**config.mk**
```make
export PLATFORM = sky130hd
export DESIGN_NAME = lut_rr_arbiter
export DESIGN_NICKNAME = d
export VERILOG_FILES = /design/src/rtl/lut_rr_arbiter.sv
export SDC_FILE = /design/constraint.sdc
export NUM_CORES = 1
export LEC_CHECK = 0
export CORE_MARGIN = 4
export CORE_UTILIZATION = 48
export DETAILED_ROUTE_END_ITERATION = 10
export PLACE_DENSITY = 0.85
export SYNTH_ARGS = -nofsm -noshare
export SYNTH_HDL_FRONTEND = slang
export SYNTH_SLANG_ARGS = --single-unit
```
**constraint.sdc**
```tcl
create_clock -name clk -period 5 [get_ports clk]
set_input_delay 0.75 -clock clk [delete_from_list [all_inputs] [get_ports clk]]
set_output_delay 0.75 -clock clk [all_outputs]
set_load 0.005 [all_outputs]
```
**src/rtl/lut_rr_arbiter.sv**
```systemverilog
// Round-robin arbiter sharing one registered multiple-of-constant ROM among NUM_REQ requesters.
// Optional statistics counters are enabled by defining LUT_ARB_STATS_EN.
module lut_rr_arbiter #(
  parameter int NUM_REQ = 4,
  parameter int AW      = 5,
  parameter int DW      = 49
) (
  input  logic                  clk,
  input  logic                  rst_n,
  input  logic [NUM_REQ-1:0]    req_valid,
  input  logic [NUM_REQ*AW-1:0] req_addr,
  output logic [NUM_REQ-1:0]    req_ready,
  output logic [NUM_REQ-1:0]    rsp_valid,
  input  logic [NUM_REQ-1:0]    rsp_ready,
  output logic [NUM_REQ*DW-1:0] rsp_data,
  output logic [AW-1:0]         lut_addr,
  input  logic [DW-1:0]         lut_dout,
  output logic                  busy
`ifdef LUT_ARB_STATS_EN
  ,
  output logic [31:0]           stat_grants,
  output logic [31:0]           stat_stalls
`endif
);

  localparam int PW = (NUM_REQ > 1) ? $clog2(NUM_REQ) : 1;
  localparam logic [PW-1:0] LAST_IDX = PW'(NUM_REQ - 1);

  logic [PW-1:0]      ptr_reg;
  logic [PW-1:0]      ptr_next;
  logic [PW-1:0]      pipe_tag_reg;
  logic [PW-1:0]      grant_idx;
  logic               pipe_vld_reg;
  logic               grant_any;
  logic [NUM_REQ-1:0] inflight_reg;
  logic [NUM_REQ-1:0] rsp_valid_reg;
  logic [NUM_REQ-1:0] eligible;
  logic [DW-1:0]      rsp_data_reg [NUM_REQ];
  logic [AW-1:0]      addr_arr [NUM_REQ];
  logic [PW:0]        cand;

  generate
    for (genvar gi = 0; gi < NUM_REQ; gi++) begin : g_lane
      assign addr_arr[gi]            = req_addr[gi*AW +: AW];
      assign rsp_data[gi*DW +: DW]   = rsp_data_reg[gi];
      // A response being consumed this cycle frees the slot for the next word.
      assign eligible[gi] = req_valid[gi] & ~inflight_reg[gi]
                          & (~rsp_valid_reg[gi] | rsp_ready[gi]);
    end
  endgenerate

  always_comb begin
    grant_any = 1'b0;
    grant_idx = '0;
    cand      = '0;
    for (int k = 0; k < NUM_REQ; k++) begin
      cand = {1'b0, ptr_reg} + (PW+1)'(k);
      if (cand >= (PW+1)'(NUM_REQ)) cand = cand - (PW+1)'(NUM_REQ);
      if (!grant_any && eligible[cand[PW-1:0]]) begin
        grant_any = 1'b1;
        grant_idx = cand[PW-1:0];
      end
    end
  end

  always_comb begin
    req_ready = '0;
    lut_addr  = '0;
    ptr_next  = (grant_idx == LAST_IDX) ? '0 : grant_idx + 1'b1;
    if (grant_any) begin
      req_ready[grant_idx] = 1'b1;
      lut_addr             = addr_arr[grant_idx];
    end
  end

  always_ff @(posedge clk or negedge rst_n) begin
    if (!rst_n) begin
      ptr_reg       <= '0;
      pipe_vld_reg  <= 1'b0;
      pipe_tag_reg  <= '0;
      inflight_reg  <= '0;
      rsp_valid_reg <= '0;
      for (int k = 0; k < NUM_REQ; k++) rsp_data_reg[k] <= '0;
    end else begin
      pipe_vld_reg <= grant_any;
      if (grant_any) begin
        pipe_tag_reg <= grant_idx;
        ptr_reg      <= ptr_next;
      end
      for (int k = 0; k < NUM_REQ; k++) begin
        // ROM return has priority over the consume of the previous word.
        if (pipe_vld_reg && pipe_tag_reg == PW'(k)) begin
          rsp_valid_reg[k] <= 1'b1;
          rsp_data_reg[k]  <= lut_dout;
          inflight_reg[k]  <= 1'b0;
        end else if (rsp_valid_reg[k] && rsp_ready[k]) begin
          rsp_valid_reg[k] <= 1'b0;
        end
        if (grant_any && grant_idx == PW'(k)) inflight_reg[k] <= 1'b1;
      end
    end
  end

  assign rsp_valid = rsp_valid_reg;
  assign busy      = pipe_vld_reg | (|inflight_reg) | (|rsp_valid_reg);

`ifdef LUT_ARB_STATS_EN
  logic [31:0] stat_grants_reg;
  logic [31:0] stat_stalls_reg;

  always_ff @(posedge clk or negedge rst_n) begin
    if (!rst_n) begin
      stat_grants_reg <= '0;
      stat_stalls_reg <= '0;
    end else begin
      if (grant_any) stat_grants_reg <= stat_grants_reg + 32'd1;
      if ((|req_valid) && !grant_any && stat_stalls_reg != '1)
        stat_stalls_reg <= stat_stalls_reg + 32'd1;
    end
  end

  assign stat_grants = stat_grants_reg;
  assign stat_stalls = stat_stalls_reg;
`endif

endmodule

```
* Word-level counts from Yosys, hierarchy flattened
Index checks and enable logic that the tools add are counted.
Storage, ports and cells: bits in registers 209, bits of input ports 79, output and inout port bits 210, word-level logic and storage cells 138
Cells by class: add/subtract/negate cells 8, $lt $le $gt $ge 11, eq/ne operators 6, mux-type cells 44, bitwise gates (word level) 23, reduce and logical (&&, ||, !) cells 31
Operators with widths (number):
- 2-to-1 mux 1 bit | 25
- 2-to-1 mux 2 bit | 9
- logical AND 1 bit | 16
- nonzero test 2 bit | 8
- < comparator 2 x 3 -> 1 bit, second input constant | 5
- 2-to-1 mux 5 bit | 3
- greater-or-equal comparator 3 bit, second input constant | 4
- binary-select mux 5 bit (select 2 bit) | 1
- AND 1 bit | 8
- binary-select mux 1 bit (select 2 bit) | 4
- equality test 2 bit, second input constant | 4
- inverter 1 bit | 8
- OR reduction 4 bit | 2
- subtractor 2 x 1 -> 2 bit, second input constant | 4
- adder 2 x 2 -> 3 bit, second input constant | 2
- OR 1 bit | 6
- equality test 2 x 1 -> 1 bit, second input constant | 2
- logical NOT 2 bit | 2
- 2-to-1 mux 4 bit | 1
- adder 2 x 1 -> 3 bit, second input constant | 1
- greater-or-equal comparator 2 x 3 -> 1 bit, second input constant | 1
- logical NOT 1 bit | 3
- inverter 2 -> 3 bit | 1
- adder 2 x 1 -> 2 bit, second input constant | 1
- 2 further kinds | 2

* Depth between registers and ports, before layout
Gate-level depths: netlist (run 1).
depth after elaboration 20, depth in mapped cells 7

* Worst setup path after synthesis (run 1)
OpenSTA, ideal clock, no wires.
path kind input to output, start input port rsp_ready[1], end output port lut_addr[0], data arrival time 2035 ps, setup slack 2215 ps, cell stages on the path 7, buffers on the path 1, cells stage by stage nand2b_2 -> and3b_2 -> o21ai_2 -> a211oi_4 -> buf_6 -> mux2i_1 -> o22ai_1
On the way: word-level cells in the longest chain between the ends 19
RTL lines:
- from (decl) | line 14 | input logic [NUM_REQ-1:0] rsp_ready,
- OR 1 bit (*) | line 48 | & (~rsp_valid_reg[gi] | rsp_ready[gi]);
- AND 1 bit (*) | line 48
- binary-select mux 1 bit (select 2 bit) | line 59 | if (!grant_any && eligible[cand[PW-1:0]]) begin
- 2-to-1 mux 1 bit (implied by the code) | line 59
- 2-to-1 mux 1 bit | line 59
- logical NOT 1 bit | line 59
- logical AND 1 bit | line 59
- 2-to-1 mux 1 bit | line 59
- [2 not listed]
- 2-to-1 mux 1 bit | line 59
- logical NOT 1 bit | line 59
- logical AND 1 bit | line 59
- 2-to-1 mux 2 bit | line 59
- inverter 2 -> 3 bit (implied by the code) | line 72 | lut_addr = addr_arr[grant_idx];
- binary-select mux 5 bit (select 2 bit) | line 72
- 2-to-1 mux 5 bit (implied by the code) (2 in a row) | line 72
- 2-to-1 mux 5 bit (*) | line 70 | if (grant_any) begin
- to (decl) | line 16 | output logic [AW-1:0] lut_addr,
Mark *: on every way between the ends. The rest lies on a longest branch, timed or not. The select of a mux whose other input is x is not followed.

* Worst setup path in the final report (run 1)
start input port rsp_ready[0], end output port lut_addr[2]
Same word-level chain as after synthesis.

==> results of run 1 <==
[worst max-delay path by stage]
stage,start,end,slack [ns],depth (start not counted)
detailed placement,rsp_ready[1],lut_addr[2],0.85,8
global route,req_valid[0],lut_addr[2],0.64,8
CTS,rsp_ready[1],lut_addr[2],0.85,8
global placement,rsp_ready[1],lut_addr[2],1.05,8
finish,rsp_ready[0],lut_addr[2],0.79,8
floorplan,rsp_ready[1],lut_addr[0],2.21,7
[metal layers]
layer / share of wire / up-vias / wire length [um]
met5: 0 / - / 0
met3: 0.12 / 45 / 2530
met4: 0.027 / 0 / 592
met1: 0.37 / 2702 / 8120
met2: 0.48 / 255 / 10500
li1: - / 2375 / -
[placed cells by master, fill, tap and decap left out, drive strengths merged, types with 5 or more instances in the layout]
master	n
clkdlybuf4s50	287
dfrtp	209
mux2	196
clkbuf	33
nand2	11
mux2i	10
o22ai	7
nor2	6
buf	6
nand3b	5
[logic make-up after synthesis]
group	Yosys count	share of synthesized area
compound gates	18	0.0175
buf+inv	25	0.0130
flops	209	0.655
mux	206	0.289
simple gates	38	0.0257
[stage by stage]
stage,hold slack (ns),util
floorplan,0.454,-
global placement,0.487,0.689
detailed placement,0.492,0.689
CTS,0.435,0.732
global route,0.476,0.732
finish,0.393,0.732
[power by group through the flow]
| stage | Clock (mW) | Sequential, mW | Combinational (mW) |
|---|---|---|---|
| CTS | 1.58 | 3.07 | 3.96 |
| finish | 1.54 | 3.07 | 3.91 |
| global route | 1.65 | 3.18 | 4.19 |
| floorplan | 0 | 3.09 | 1.51 |
| detailed placement | 0 | 3.08 | 3.93 |
| global placement | 0 | 3.03 | 3.82 |
[final cells by class]
cell class | count | share of cell area
Inverter | 3 | 0.000955
Timing Repair Buffer | 294 | 0.249
Tap cell | 216 | 0.0229
Clock buffer | 32 | 0.0559
Sequential cell | 209 | 0.443
Multi-Input combinational cell | 262 | 0.225
Clock inverter | 6 | 0.00308
==> results.cfg, run 1 <==
[sta]
tightest_slew_ns = 0.956
rsz0062_at_grt = no
hold_violations = 0
worst_slack_ns = 0.789
slew_viol_final = 0
setup_viol = 0
timing.final.crit_share = 0.842
tns_ns = 0
slew_headroom = 0.363
finClkSkew_ns = 0.0101
fin_crit_ns = 4.21
max_freq_ghz = 0.237

[clock_network]
clockBufferDepth = 3
cts_tree = yes
htree_levels = 1
post-cts-setup-buffers = 0
cts.sinks = 209
clk_pin_slew_ns = 0.06
insertion_delay_ns = 0.49
ctsHoldBuffers = 0
cts_root_buf = clkbuf_16
cts_resized = 0
cts_buffers = 22

[final_layout]
antenna_cells = 0
multi_input_area_sq_um = 2660
seq_area_sq_um = 5230
syn_to_final_growth_pct = 47.7
nFillCells = 1021
fin_cells = 1022
fin_area_sq_um = 11800
largest_reg_flops = 196
drive_above_1_share = 0.301
final_nets = 871

[synthesis]
synth_top_area_share = 0.655
postSynthCellCount = 496
syn_avg_cell_area_sq_um = 16.1
synth_most_common_cell = dfrtp_1
ys_warn_count = 0
synth_edf_count = 0
syn-cell-area_sq_um = 7990
ys_types = 30
synthesis.nets = 575
seq_area_frac_synth = 0.655
ys.flop_type = dfrtp_1
yosys-top-cells-count = dfrtp_1 (209), mux2_2 (196), clkbuf_1 (17)
synthArstFlopShare = 1.00
synthTopCellsByArea = dfrtp_1 (65%), mux2_2 (28%), mux2i_1 (1.3%)
ys_ff_latch = 209
synth_top_cell_by_area = dfrtp_1

[power]
clkPwrFrac = 0.181
p_leak_nw = 4.96
p_seq_frac = 0.360
p_per_area_nw_per_um2 = 722
irDropWorstVdd_uv = 437
p_sw_mw = 2.49
internal-power_mw = 6.03
power_frac_comb = 0.459
swShare = 0.292
power_mw = 8.51

[floorplan]
coreArea_sq_um = 16100
row_count = 46
initial_core_util = 0.496
dieArea_sq_um = 18800
dieWidth_um = 137
die_h_um = 137
boundaryPins = 289

[grt]
grt_util_met1 = 0.283
grtUsageMet3 = 0.103
track_usage = 0.236
busiest_layer = met2
grt_pass1_wl_um = 34300
use_met2 = 0.388
grt_max_degree = 125
overflow = 0
grt_pass1_vias = 6008
antenna_found_initial = 0

[worst_setup_path]
startpoint_type = input pin
crit_type = input pin to output pin
r2r_setup_slack_ns = 2.70
reg2regPathDepth = 3
path_delay_family = buffers and inverters
cp_num_buf_inv = 2
path_cells = clkdlybuf4s50_1 -> nand2b_1 -> nand2_1 -> o21a_1 -> o22ai_1 -> nand2_1 -> o22ai_1 -> clkdlybuf4s50_1
worstReg2RegEnd = rsp_data[136]
arrival_ns = 3.46
crit_slowest_cell = o22ai_1
critPathRequiredTime_ns = 4.25
timing.rr.start = pipe_tag_reg[1]
path_max_fanout = 9
critical-path-max-stage-delay_ns = 0.62
end_kind = output pin

[run_status]
status = completed

[drt]
vias_per_cell = 5.26
drc = 0
routed_wl_um = 21800
detail-route-antenna-nets = 0
dr_total_vias = 5377
drt_iter0_markers = 130
firstDrtPassIters = 4
wire_per_inst_um = 21.3

[place]
place_area_sq_um = 11100
gp_congestion = 0.860
portBuffers = 288
dpl_worst_slack_ns = 0.847
place_inst = 984
dp_hpwl_um = 15300

[run]
max_cap_viol_count = 0

[worst_hold_path]
hp-class = input pin to async pin
(Power assumes the default switching activity.)
==> inputs of run 2 (changes only) <==
--- a/config.mk
+++ b/config.mk
@@ -6,9 +6,9 @@
 export NUM_CORES = 1
 export LEC_CHECK = 0
 export CORE_MARGIN = 4
-export CORE_UTILIZATION = 48
+export CORE_UTILIZATION = 45
 export DETAILED_ROUTE_END_ITERATION = 10
-export PLACE_DENSITY = 0.85
+export PLACE_DENSITY = 0.81
 export SYNTH_ARGS = -nofsm -noshare
 export SYNTH_HDL_FRONTEND = slang
 export SYNTH_SLANG_ARGS = --single-unit
==> constraint.sdc (replaced) <==
create_clock -name clk -period 4 [get_ports clk]
set_input_delay 0.6 -clock clk [delete_from_list [all_inputs] [get_ports clk]]
set_output_delay 0.6 -clock clk [all_outputs]
set_load 0.005 [all_outputs]
==> results.cfg, run 2 (same netlist as run 1, synthesis figures left out) <==
[run_status]
status = completed

[drt]
wire_per_inst_um = 20.6
firstDrtPassIters = 4
drc = 0
drt_iter0_markers = 130
vias_per_cell = 5.19
dr_total_vias = 5375
routed_wl_um = 21400
detail-route-antenna-nets = 0

[power]
irDropWorstVdd_uv = 502
p_leak_nw = 5.00
p_per_area_nw_per_um2 = 907

[floorplan]
boundaryPins = 289
dieWidth_um = 141
coreArea_sq_um = 17400
row_count = 48
initial_core_util = 0.460
dieArea_sq_um = 19900
die_h_um = 141

[worst_setup_path]
end_kind = output pin
path_max_fanout = 9
crit_type = input pin to output pin
arrival_ns = 2.97
startpoint_type = input pin
critPathRequiredTime_ns = 3.40

[final_layout]
nFillCells = 1161
layout_commonest_cell = clkdlybuf4s50_1
drive_above_1_share = 0.306
final_cell_mix = clkdlybuf4s50_1 (287), dfrtp_1 (209), mux2_2 (196)
antenna_cells = 0
utilization = 0.686
largest_reg_flops = 196
syn_to_final_growth_pct = 49.1
final_nets = 875

[grt]
grt_pass1_wl_um = 33700
track_usage = 0.213
grt_pass1_vias = 6070
grt_max_degree = 123
antenna_found_initial = 1
overflow = 0

[place]
gp_congestion = 0.982
dp_hpwl_um = 15400
portBuffers = 288

[sta]
setup_viol = 0
fin_crit_ns = 3.57
tightest_slew_ns = 0.954
timing.final.crit_share = 0.892
tns_ns = 0
hold_violations = 0
finClkSkew_ns = 0.0105
rsz0062_at_grt = no
slew_headroom = 0.363
slew_viol_final = 0
max_freq_ghz = 0.280

[clock_network]
cts_root_buf = clkbuf_16
cts.sinks = 209
clockBufferDepth = 3
htree_levels = 1
ctsHoldBuffers = 0
clk_pin_slew_ns = 0.06
cts_tree = yes
insertion_delay_ns = 0.49
cts_buffers = 23

[run]
max_cap_viol_count = 0

[worst_hold_path]
hp-class = input pin to async pin
[run 2: changes by cell type in the layout (fill, tap and decap cells not counted)]
cell,before,now
buf_12,0,1
inv_6,1,0
clkinv_4,0,1
clkbuf_1,4,5
buf_4,6,8
o22ai_2,0,1
clkinv_2,4,3
o22ai_1,7,6
clkinvlp_4,1,3
bufinv_16,0,3
clkbuf_8,6,3
[run 2: where the power goes]
group,switching (mW),total (mW),internal [mW],leakage [nW]
combinational,1.69,4.88,3.19,2.20
sequential,0.610,3.84,3.23,2.44
clock,0.795,2.08,1.29,0.362
total,3.10,10.8,7.70,5.00
[run 2: final timing paths]
path,from,endpoint,slack (ns),depth (start not counted)
min in group clk,rsp_data[177],rsp_data[177],0.50,1
max in group asynchronous,rst_n,rsp_data[63],2.81,2
max,req_valid[0],lut_addr[0],0.43,8
min,rst_n,rsp_data[68],0.27,1
max reg2reg,pipe_vld_reg,rsp_data[41],1.77,3
min reg2reg,rsp_data[177],rsp_data[177],0.50,1
[run 2: through the flow]
step | hold slack, ns | worst slack (ns) | std cells | power [mW] | area [sq um]
2_1_floorplan | 0.304 | 1.51 | 496 | 5.75 | 7990
3_5_place_dp | 0.492 | 0.182 | 996 | 8.78 | 11100
5_1_grt | 0.324 | 0.266 | 1036 | 11.4 | 11900
6_report | 0.266 | 0.430 | 1036 | 10.8 | 11900
4_1_cts | 0.294 | 0.189 | 1036 | 10.9 | 11900
3_3_place_gp | 0.487 | 0.422 | 996 | 8.58 | 11100
[run 2: critical path: stages]
cell	delay, ns
clkdlybuf4s50_1	0.47
nor2b_1	0.23
nand2_1	0.15
o21a_1	0.22
o22ai_2	0.34
nand2_1	0.21
o22ai_1	0.18
clkdlybuf4s50_1	0.57
[run 2: metal layers]
metal | global-route usage | routed length (um)
met5 | 0 | 13
met4 | 0.0872 | 944
met3 | 0.0553 | 1490
met2 | 0.375 | 10900
met1 | 0.248 | 8010
[run 2: timing repair]
action	4_1_cts	5_1_grt
buffers inserted	0	0
resized for setup	0	1
setup endpoints to repair	0	2
[run 2: area by class of cell]
cell class	instances	area (sq um)	area share
Inverter	3	11.3	0.000945
Clock buffer	30	622	0.0522
Timing Repair Buffer	297	2970	0.249
Multi-Input combinational cell	262	2660	0.224
Clock inverter	10	136	0.0114
Sequential cell	209	5230	0.439
Tap cell	225	282	0.0236
==> inputs of run 3 (changes only) <==
--- a/config.mk
+++ b/config.mk
@@ -5,6 +5,7 @@
 export SDC_FILE = /design/constraint.sdc
 export NUM_CORES = 1
 export LEC_CHECK = 0
+export ABC_CLOCK_PERIOD_IN_PS = 4000
 export CORE_MARGIN = 4
 export CORE_UTILIZATION = 45
 export DETAILED_ROUTE_END_ITERATION = 10
==> results of run 3 <==
Final layout, timing and power as in run 2 (identical DEF).
